--- src/rtl/clk_div_multi.sv ---
// Multi-channel programmable 50%-duty clock divider with a single-slot half-period update port.
// Optional CLK_DIV_MULTI_TICK_EN adds registered per-channel rising-edge tick pulses.
module clk_div_multi #(
  parameter int unsigned NUM_CH       = 4,
  parameter int unsigned CNT_W        = 32,
  parameter int unsigned DEFAULT_HALF = 6000000,
  localparam int unsigned CH_W        = (NUM_CH > 1) ? $clog2(NUM_CH) : 1
) (
  input  logic              clk_in,
  input  logic              rst_n,
  input  logic [NUM_CH-1:0] en,
  input  logic              cfg_valid,
  output logic              cfg_ready,
  input  logic [CH_W-1:0]   cfg_ch,
  input  logic [CNT_W-1:0]  cfg_half,
  output logic              cfg_err,
  output logic [NUM_CH-1:0] clk_out,
  output logic [NUM_CH-1:0] tick
);

  logic [CNT_W-1:0]  half_q [NUM_CH];
  logic [CNT_W-1:0]  cnt_q  [NUM_CH];
  logic [NUM_CH-1:0] clk_q, clk_d;
  logic [NUM_CH-1:0] boundary, restart, apply;
  logic              pend_q;
  logic [CH_W-1:0]   pend_ch_q;
  logic [CNT_W-1:0]  pend_half_q;
  logic              err_q;
  logic              accept, bad_ch;

  assign cfg_ready = ~pend_q;
  assign accept    = cfg_valid & cfg_ready;
  assign bad_ch    = 32'(cfg_ch) >= NUM_CH;

  always_comb begin
    boundary = '0;
    restart  = '0;
    apply    = '0;
    clk_d    = clk_q;
    for (int i = 0; i < NUM_CH; i++) begin
      boundary[i] = en[i] && (half_q[i] != '0) && (cnt_q[i] == half_q[i] - CNT_W'(1));
      // Counter returns to zero when idle, stalled (H=0) or at a half-period boundary.
      restart[i]  = !en[i] || (half_q[i] == '0) || boundary[i];
      apply[i]    = pend_q && (pend_ch_q == CH_W'(i)) &&
                    (!en[i] || (half_q[i] == '0) || boundary[i]);
      if (!en[i]) begin
        clk_d[i] = 1'b0;
      end else if (boundary[i]) begin
        clk_d[i] = ~clk_q[i];
      end
    end
  end

  always_ff @(posedge clk_in or negedge rst_n) begin
    if (!rst_n) begin
      for (int i = 0; i < NUM_CH; i++) begin
        half_q[i] <= CNT_W'(DEFAULT_HALF);
        cnt_q[i]  <= '0;
      end
      clk_q <= '0;
    end else begin
      for (int i = 0; i < NUM_CH; i++) begin
        if (apply[i]) begin
          half_q[i] <= pend_half_q;
        end
        cnt_q[i] <= restart[i] ? '0 : cnt_q[i] + CNT_W'(1);
      end
      clk_q <= clk_d;
    end
  end

  // Out-of-range channels are accepted but never occupy the slot.
  always_ff @(posedge clk_in or negedge rst_n) begin
    if (!rst_n) begin
      pend_q      <= 1'b0;
      pend_ch_q   <= '0;
      pend_half_q <= '0;
      err_q       <= 1'b0;
    end else begin
      err_q <= accept & bad_ch;
      if (|apply) begin
        pend_q <= 1'b0;
      end
      if (accept && !bad_ch) begin
        pend_q      <= 1'b1;
        pend_ch_q   <= cfg_ch;
        pend_half_q <= cfg_half;
      end
    end
  end

  assign cfg_err = err_q;
  assign clk_out = clk_q;

`ifdef CLK_DIV_MULTI_TICK_EN
  logic [NUM_CH-1:0] tick_q;

  always_ff @(posedge clk_in or negedge rst_n) begin
    if (!rst_n) begin
      tick_q <= '0;
    end else begin
      tick_q <= clk_d & ~clk_q;
    end
  end

  assign tick = tick_q;
`else
  assign tick = '0;
`endif

endmodule

--- config.mk ---
export PLATFORM = sky130hd
export DESIGN_NAME = clk_div_multi
export DESIGN_NICKNAME = d
export VERILOG_FILES = /design/src/rtl/clk_div_multi.sv
export SDC_FILE = /design/constraint.sdc
export NUM_CORES = 1
export LEC_CHECK = 0
export BUFFER_PORTS_ARGS = -buffer_cell sky130_fd_sc_hd__buf_4
export CAP_MARGIN = 30
export CELL_PAD_IN_SITES_DETAIL_PLACEMENT = 1
export CELL_PAD_IN_SITES_GLOBAL_PLACEMENT = 2
export CORE_ASPECT_RATIO = 1.4
export CORE_UTILIZATION = 45
export DETAILED_ROUTE_END_ITERATION = 8
export PLACE_DENSITY_LB_ADDON = 0.05
export SLEW_MARGIN = 20
export SYNTH_ARGS = -nofsm -noshare
export SYNTH_HDL_FRONTEND = slang
export SYNTH_SLANG_ARGS = --single-unit
--- constraint.sdc ---
create_clock -name clk_in -period 8.4 [get_ports clk_in]
set_input_delay 0.84 -clock clk_in [delete_from_list [all_inputs] [get_ports clk_in]]
set_output_delay 0.84 -clock clk_in [all_outputs]
set_load 0.01 [all_outputs]
==> results of run 1 <==
[layout make-up]
type | count | area, µm²
fill | 4164 | 18600
clock inverter | 19 | 250
timing repair buffer | 63 | 547
multi-input combinational | 1286 | 9260
clock buffer | 37 | 818
tap | 473 | 592
inverter | 22 | 82.6
sequential | 295 | 7430
[Yosys cell counts, types with 9 or more instances]
library cell,number
dfstp_2,40
o41ai_1,10
and4_1,13
or3_1,24
mux2_1,29
a21oi_1,13
or4_1,22
a31oi_1,12
nand3_1,75
xor2_1,120
nor3_1,58
o211ai_1,11
nand4_1,41
nand2_1,78
o21ai_0,27
xnor2_1,155
clkbuf_1,52
dfrtp_1,255
nor2b_1,16
ha_1,12
buf_4,9
mux2_2,105
nor2_1,195
inv_1,22
nor4_1,45
nand3b_1,11
and3_1,36
mux2_4,30
[critical path, cell delays in order, from the launching register on]
cell	delay (ns)
dfrtp_1	0.49
nor4_1	0.86
nand4_1	0.38
nor3_1	0.26
o21ai_0	0.12
a2111oi_0	0.79
nand4_1	0.25
o21ai_2	0.26
and4b_1	0.61
buf_4	0.37
mux2_2	0.38
[through the flow]
| stage | util [%] | worst slack (ns) |
|---|---|---|
| after floorplan | - | 4.46 |
| after global placement | 47.3 | 3.34 |
| after detailed placement | 47.4 | 3.35 |
| after CTS | 50.3 | 3.34 |
| after global routing | 50.5 | 3.25 |
| final | 50.5 | 3.51 |
[flip-flops by register name, indices dropped and copies added, names as in the netlist]
register and flops:
cnt_q 128, half_q 128, pend_half_q 32, clk_out 4
pend_q 1, pend_ch_q 2
[per-layer routing]
metal / share of wire, % / global-route usage (%)
met1: 45 / 32.5
met2: 48 / 42.2
met3: 2.3 / 2.02
met4: 4.6 / 11.6
met5: 0 / 0
[worst paths after layout]
kind | to | slack, ns | from
setup / recovery | half_q[41]$_DFFE_PN0P_ | 3.51 | half_q[41]$_DFFE_PN0P_
hold / removal | cnt_q[3]$_DFF_PN0_ | 0.33 | rst_n
setup reg to reg | half_q[41]$_DFFE_PN0P_ | 3.51 | half_q[41]$_DFFE_PN0P_
hold reg to reg | cnt_q[96]$_DFF_PN0_ | 0.54 | cnt_q[96]$_DFF_PN0_
max in group asynchronous | pend_half_q[22]$_DFFE_PN0P_ | 6.54 | rst_n
min in group clk_in | clk_out[2]$_DFFE_PN0P_ | 0.48 | en[2]
[power groups by stage]
stage | combinational (mW) | clock [mW] | sequential (mW)
finish | 1.86 | 1.46 | 2.75
CTS | 1.87 | 1.50 | 2.74
detailed placement | 1.85 | 0 | 2.76
global placement | 1.77 | 0 | 2.73
floorplan | 1.60 | 0 | 2.29
global route | 2.05 | 1.54 | 2.83
[kinds of logic after synthesis]
family / Yosys count / synth area share, %
flops: 295 / 43.2
buf+inv: 103 / 3.05
xor+xnor: 275 / 14.0
compound gates: 144 / 6.09
simple gates: 681 / 21.0
fa+ha+maj: 12 / 0.873
mux: 169 / 11.7
other cells: 1 / 0.0218
==> metrics.csv, run 1 <==
metric;value;unit
status;completed;
crit path time final;4.89;ns
later-pin clock latency in the skew report;0.58;ns
first-pass GRT wire length;76400;µm
most frequent cells in the layout;dfrtp_1 (255), nor2_1 (195), xnor2_1 (155);
vias per cell;5.79;
port bufs;45;
Synth area leaders;dfrtp_1 (37%), xnor2_1 (7.9%), mux2_2 (6.9%), dfstp_2 (6.1%), xor2_1 (6.1%);
vias in the first global route;13449;
Power, Total;6.06;mW
Switching Power;2.31;mW
switch share;38.0;%
Synth top area share;37.1;%
largest net degree at the start of global routing;130;
Post-synth EDFFs;0;
post-route cell area;19000;µm²
critical path capture point type;flip-flop;
worst path required time;8.86;ns
Final Hold Vio Count;0;
Fin Setup TNS;0;ns
initial DRC count;556;
final setup vio count;0;
I/O pin count;51;
synthesized flop and latch total;295;
Non-Filler Instances;2195;
critical path class;reg2reg;
Syn Area/Cell;10.2;µm²
Synth area leader;dfrtp_1;
n_diodes;0;
commonest non-fill, non-tap cell in the layout;dfrtp_1;
Post-route DRC;0;
share of total power in the clock network;24.0;%
# Post-CTS Setup Buffers;0;
Routed wire per std cell;21.4;µm
cell row count;84;
PD cells;319;nW/µm²
post_cts resized;0;
f_max;0.204;GHz
CP Launch Type;flip-flop;
Worst Clk Skew;0.00936;ns
total internal power;3.76;mW
max cap viols;0;
final wirelength;46900;µm
Gate power share;30.7;%
worst reg2reg path depth;10;
DP Cell Count;2135;
DP Wirelength;34400;µm
post-synthesis cell type count;78;
static leakage;7.48;nW
Die X;167;µm
relative slew slack;32.3;%
Core Box Area;37600;µm²
TritonCTS clock tree;done;
grt ovf;0;
crit-path max FO;19;
Worst-Margin Slew;1.02;ns
Final period util;58.2;%
GRT Overall Usage;25.0;%
max-slew violation count;0;
top_reg_cell synth;dfrtp_1;
die area;39000;µm²
WP data arrival;5.35;ns
layout cells sized above 1;18.5;%
Routability Congestion;0.869;
via count;12715;
maximum VDD drop;0.000157;V
RSZ-0062 raised after global routing;no;
Final ANT Viol Nets;0;
drt pass-1 iters;4;
Layout Area Growth over Synthesis;10.5;%
async set or reset register ratio after synthesis;100;%
Root Driver;clkbuf_16;
Layout Nets;1751;
hold buffer count at CTS;0;
CTS clk-pin slew, worst paths;0.06;ns
synthesized cell area;17200;µm²
Area after DPL;17900;µm²
WHS;0.329;ns
Die Ht;233;µm
register share of total power;45.3;%
H-tree levels;1;
CTS Sinks;295;
HP Class;in2async;
CTS Buffer Depth;3;
Seq/Total Area, Yosys;43.2;%
Initial Util;45.7;%
initial antenna violation count;0;
Num CTS Buffers;30;
YS warnings;0;
Synth Instances;1680;
(Power assumes the default switching activity.)
==> run 2: changes to the inputs <==
- ABC_AREA: unset -> 1
- CORE_UTILIZATION: 45 -> 33
- clock period: 8.4 -> 4.25 ns (I/O delays scaled with it)
==> run 2 against run 1 <==
  * Design area increased by 8.9%
  * Core utilization decreased by 13 points
  * Routed wire length increased by 26%
  * Cell count increased by 53%
  * Clock skew increased by 0.0072 ns
  * Combinational power increased to 2.8 times the previous value
  * Largest cell class unchanged
==> metrics.csv, run 2 <==
metric;value;unit
status;completed;
Core Box Area;55300;µm²
Switching Power;5.69;mW
RSZ-0062 raised after global routing;no;
fill count;6893;
DP Wirelength;46300;µm
register share of total power;34.4;%
startpoint of the worst hold path;cfg_half[1];
Post-route DRC;0;
WP data arrival;3.64;ns
Final Hold Vio Count;0;
vias per cell;4.83;
switch share;43.9;%
Hold Path Cell Cnt;3;
Die Ht;282;µm
static leakage;9.33;nW
biggest registers after layout;cnt_q x128, half_q x128, pend_half_q x32;
later-pin clock latency in the skew report;0.56;ns
Final period util;75.5;%
top cells by count, synth;nand2_1 (711), nor2_1 (436), inv_1 (266);
post-route cell area;20700;µm²
max cap viols;0;
Routability Congestion;0.846;
Root Driver;clkbuf_16;
Initial Util;33.3;%
critical path class;reg2reg;
commonest non-fill, non-tap cell in the layout;nand2_1;
DP Cell Count;3289;
Layout Nets;2652;
Syn Area/Cell;7.21;µm²
hold path endpoint;pend_half_q[1]$_DFFE_PN0P_;
initial DRC count;554;
worst reg2reg path depth;17;
max-slew violation count;0;
worst path required time;4.68;ns
GRT Overall Usage;21.5;%
Final ANT Viol Nets;0;
crit path time final;3.21;ns
largest net degree at the start of global routing;75;
final wirelength;59300;µm
synthesized cell area;18400;µm²
Synth Instances;2554;
Worst-Margin Slew;0.806;ns
post-synthesis cell type count;42;
Synth area leader;dfrtp_1;
I/O pin count;51;
grt ovf;0;
share of total power in the clock network;25.1;%
drt pass-1 iters;4;
die area;56800;µm²
FF-to-FF setup slack;1.04;ns
Gate power share;40.5;%
Routed wire per std cell;17.7;µm
port bufs;45;
top_reg_cell synth;dfrtp_1;
HP Class;in2reg;
final worst-path setup slack;1.04;ns
CP Launch Type;flip-flop;
Power, Total;12.9;mW
via count;16211;
first-pass GRT wire length;95300;µm
Num CTS Buffers;35;
CTS clk-pin slew, worst paths;0.06;ns
synthesized flop and latch total;295;
H-tree levels;2;
layout cells sized above 1;9.14;%
Synth area leaders;dfrtp_1 (35%), nand2_1 (14%), nor2_1 (8.9%), dfstp_2 (5.7%), xor2_1 (5.6%);
hold buffer count at CTS;1;
Post-synth EDFFs;0;
Non-Filler Instances;3353;
RR Endpoint;half_q[60]$_DFFE_PN0P_;
total internal power;7.26;mW
most frequent cells in the layout;nand2_1 (707), nor2_1 (436), inv_1 (265);
relative slew slack;46.1;%
WHS;0.0798;ns
worst r2r src;half_q[32]$_DFFE_PN0P_;
initial antenna violation count;0;
Finished Core Util;37.4;%
CTS Sinks;295;
most common cell in the netlist;nand2_1;
Die X;202;µm
Synth top area share;34.6;%
f_max;0.311;GHz
final setup vio count;0;
Layout Area Growth over Synthesis;12.3;%
TritonCTS clock tree;done;
n_diodes;0;
# Post-CTS Setup Buffers;0;
post_cts resized;0;
CTS Buffer Depth;3;
critical path capture point type;flip-flop;
YS warnings;0;
maximum VDD drop;0.000323;V
Fin Setup TNS;0;ns
async set or reset register ratio after synthesis;100;%
Seq/Total Area, Yosys;40.3;%
dpl ws;1.02;ns
PD cells;626;nW/µm²
Worst Clk Skew;0.0166;ns
crit-path max FO;44;
vias in the first global route;17163;
Area after DPL;19500;µm²
cell row count;102;
[run 2: worst max-delay path by stage]
| stage | from | end | slack (ns) | cells past startpoint |
|---|---|---|---|---|
| CTS | half_q[32]$_DFFE_PN0P_ | half_q[60]$_DFFE_PN0P_ | 1.01 | 17 |
| finish | half_q[32]$_DFFE_PN0P_ | half_q[60]$_DFFE_PN0P_ | 1.04 | 17 |
| global route | half_q[32]$_DFFE_PN0P_ | half_q[50]$_DFFE_PN0P_ | 0.66 | 18 |
| global placement | half_q[0]$_DFFE_PN0P_ | half_q[10]$_DFFE_PN1P_ | 0.94 | 14 |
| detailed placement | half_q[32]$_DFFE_PN0P_ | half_q[60]$_DFFE_PN0P_ | 1.02 | 17 |
| floorplan | half_q[0]$_DFFE_PN0P_ | half_q[21]$_DFFE_PN0P_ | 1.79 | 19 |
[run 2: power groups by stage]
stage	Clock, mW	Combinational, mW	Sequential [mW]
2_1_floorplan	0	3.89	4.16
3_3_place_gp	0	5.21	4.48
3_5_place_dp	0	5.34	4.49
4_1_cts	3.39	5.36	4.46
5_1_grt	3.45	6.02	4.57
6_report	3.25	5.24	4.45
[run 2: cells by family (layout without fill, tap and decap cells)]
group / count (synthesis) / count (layout) / synth area share [%]
and+or+nand+nor: 1503 / 1503 / 34.9
buffers and inverters: 328 / 395 / 7.77
DFF: 295 / 295 / 40.3
AOI/OAI and AO/OA: 231 / 231 / 7.08
xor gates and xnor gates: 182 / 182 / 8.95
adders and majority gates: 12 / 12 / 0.815
muxes: 2 / 2 / 0.109
other: 1 / 5 / 0.0204
[run 2: routing by layer]
| metal | share of wire (%) | up-vias | global-route usage, % |
|---|---|---|---|
| met3 | 1.8 | 95 | 2.25 |
| li1 | - | 8152 | - |
| met2 | 49 | 124 | 37.9 |
| met1 | 45 | 7840 | 26.9 |
| met5 | 0 | - | 0 |
| met4 | 3.8 | 0 | 8.39 |
[run 2: worst max-delay path, cell delays in order, from the launching register on]
cell and delay (ns):
dfrtp_1 0.40, inv_1 0.13, ha_1 0.21, nand2_2 0.16, nor2_8 0.22, nand2_2 0.12
xor2_1 0.16, nor2_1 0.11, nand2_1 0.06, nor2_1 0.09, nand2_1 0.11, nor2_1 0.16
nand2_1 0.09, nand2_2 0.08, nand2_2 0.45, buf_4 0.39, nand2_1 0.07, o21ai_1 0.06
[run 2: cell type report]
cell class	instances	area (µm²)	area share [%]
sequential	295	7430	35.9
multi-input combinational	1935	9590	46.3
clock buffer	46	960	4.64
timing repair buffer	62	538	2.60
inverter	270	1010	4.90
tap	728	911	4.40
clock inverter	17	244	1.18
==> run 3: changes to the inputs <==
- ABC_AREA: 1 -> 0
- CORE_UTILIZATION: 33 -> 38
- clock period: 4.25 -> 2.6 ns (I/O delays scaled with it)
==> run 3 against run 2 <==
  * Clock power grew 60%
  * Core utilization grew 18 points
  * Via count shrank 8.6%
  * Die area shrank 19%
  * Design area grew 18%
  * Sequential cell count is the same
  * Global-route usage grew 4.6 points
  * Largest power group unchanged
  * The run now ends with negative setup slack left
  * Sequential share of layout area shrank 5.6 points
  * Non-clock buffer count grew 481
  * First-iteration DRC count shrank 19%
==> metrics.csv, run 3 (synthesized netlist as in run 1, its figures left out) <==
metric;value;unit
crit-path leading delay family;simple AND/OR/NAND/NOR gates;
Non-Filler Instances;2762;
status;finished, violations left;
worst path required time;3.08;ns
via count;14813;
most frequent cells in the layout;buf_4 (451), dfrtp_1 (253), nor2_1 (161);
number of buffers and inverters on the critical path;2;
biggest registers after layout;cnt_q x128, half_q x128, pend_half_q x32;
Routability Congestion;0.842;
switch share;36.2;%
Layout Nets;2232;
vias per cell;5.36;
crit-path max FO;6;
PD cells;1020;nW/µm²
initial DRC count;448;
total internal power;15.9;mW
Core Box Area;44300;µm²
initial antenna violation count;0;
Layout Area Growth over Synthesis;42.5;%
I/O pin count;51;
max cap viols;0;
CP dominant cell by count;or4_4;
later-pin clock latency in the skew report;0.60;ns
f_max;0.256;GHz
first-pass GRT wire length;92900;µm
commonest non-fill, non-tap cell in the layout;buf_4;
CTS Sinks;295;
max-slew violation count;0;
Crit path largest cell delay;0.56;ns
Initial Util;38.8;%
Routed wire per std cell;21.2;µm
CTS Buffer Depth;3;
RSZ-0062 raised after global routing;yes;
final wirelength;58600;µm
Multi-input gate area;10300;µm²
Post-route DRC;0;
Worst-Margin Slew;0.775;ns
HP Class;in2async;
die area;46100;µm²
WP data arrival;4.38;ns
Num CTS Buffers;31;
register share of total power;31.8;%
final worst-path setup slack;-1.31;ns
Finished Core Util;55.3;%
Final Hold Vio Count;0;
largest net degree at the start of global routing;70;
Die X;182;µm
Area after DPL;21700;µm²
grt ovf;0;
slowest CP cell;or4_4;
DP Wirelength;42000;µm
cell row count;91;
final setup vio count;261;
layout cells sized above 1;40.8;%
CP Launch Type;flip-flop;
Gate power share;47.4;%
Seq. cell area;7430;µm²
Final ANT Viol Nets;0;
CTS clk-pin slew, worst paths;0.06;ns
Root Driver;clkbuf_16;
static leakage;10.5;nW
drt pass-1 iters;5;
port bufs;45;
TritonCTS clock tree;done;
critical path capture point type;flip-flop;
H-tree levels;1;
GRT Overall Usage;26.1;%
critical path class;reg2reg;
vias in the first global route;16045;
Worst Clk Skew;0.0137;ns
failing checks;negative setup slack;
maximum VDD drop;0.000642;V
crit path cell chain;or4_4 -> or4_4 -> nor3_2 -> o2111ai_1 -> or4_4 -> or4_4 -> a21oi_4 -> and3_4 -> buf_12 -> buf_16 -> mux2_4;
DP Cell Count;2620;
Power, Total;24.9;mW
Final period util;150;%
Die Ht;254;µm
crit path time final;3.91;ns
Switching Power;9.02;mW
n_diodes;0;
post-route cell area;24500;µm²
fill count;4762;
share of total power in the clock network;20.8;%
relative slew slack;47.9;%
## run 3: per-layer routing
metal	vias up	global-route usage (%)	share of wire, %
li1	6997	-	-
met1	7525	32.3	43
met2	205	47.1	51
met3	86	2.52	2.6
met4	0	9.03	3.9
met5	-	0	0
## run 3: worst paths after layout
check                                       startpoint                     endpoint  slack (ns)  cells past startpoint
max in group asynchronous                        rst_n       half_q[74]$_DFFE_PN1P_        1.54                      3
worst min register to register     cnt_q[96]$_DFF_PN0_          cnt_q[96]$_DFF_PN0_        0.54                      1
worst max register to register  half_q[76]$_DFFE_PN0P_       half_q[65]$_DFFE_PN0P_       -1.31                     11
worst max-delay path            half_q[76]$_DFFE_PN0P_       half_q[65]$_DFFE_PN0P_       -1.31                     11
worst min-delay path                             rst_n  pend_half_q[13]$_DFFE_PN0P_        0.24                      2
min in group clk_in                          cfg_valid  pend_half_q[20]$_DFFE_PN0P_        0.24                      3
## run 3: stage by stage
stage	setup TNS [ns]	worst slack (ns)	hold slack [ns]
after floorplan	-169.84	-1.13	-0.0356
after detailed placement	-223.13	-1.47	0.289
after CTS	-210.51	-1.38	0.215
after global routing	-231.45	-1.38	0.228
final	-202.53	-1.31	0.237
after global placement	-213.34	-1.37	0.290
## run 3: area by class of cell
cell class / instances / share of cell area (%)
sequential: 295 / 30.3
timing repair buffer: 543 / 19.6
clock buffer: 38 / 3.56
clock inverter: 20 / 1.33
tap: 558 / 2.85
multi-input combinational: 1286 / 41.9
inverter: 22 / 0.337
## run 3: worst register-to-register path: stages (launching register included)
cell and delay (ns):
dfrtp_1 0.39, or4_4 0.55, or4_4 0.56, nor3_2 0.13, o2111ai_1 0.13, or4_4 0.54
or4_4 0.53, a21oi_4 0.17, and3_4 0.27, buf_12 0.12, buf_16 0.12, mux2_4 0.29
## run 3: timing repair
item	CTS	global route
cloned	14	2
setup endpoints to repair	261	261
endpoints found under the hold margin	98	0
gates resized for setup	90	59
hold buffers	39	0
pin swaps	27	16
setup buffers	29	9
## run 3: power by group through the flow
stage	registers (mW)	clock network, mW	logic, mW
floorplan	7.50	0	6.07
global placement	7.84	0	10.6
detailed placement	7.93	0	10.9
CTS	7.89	5.30	11.6
global route	8.06	5.48	12.7
finish	7.94	5.19	11.8
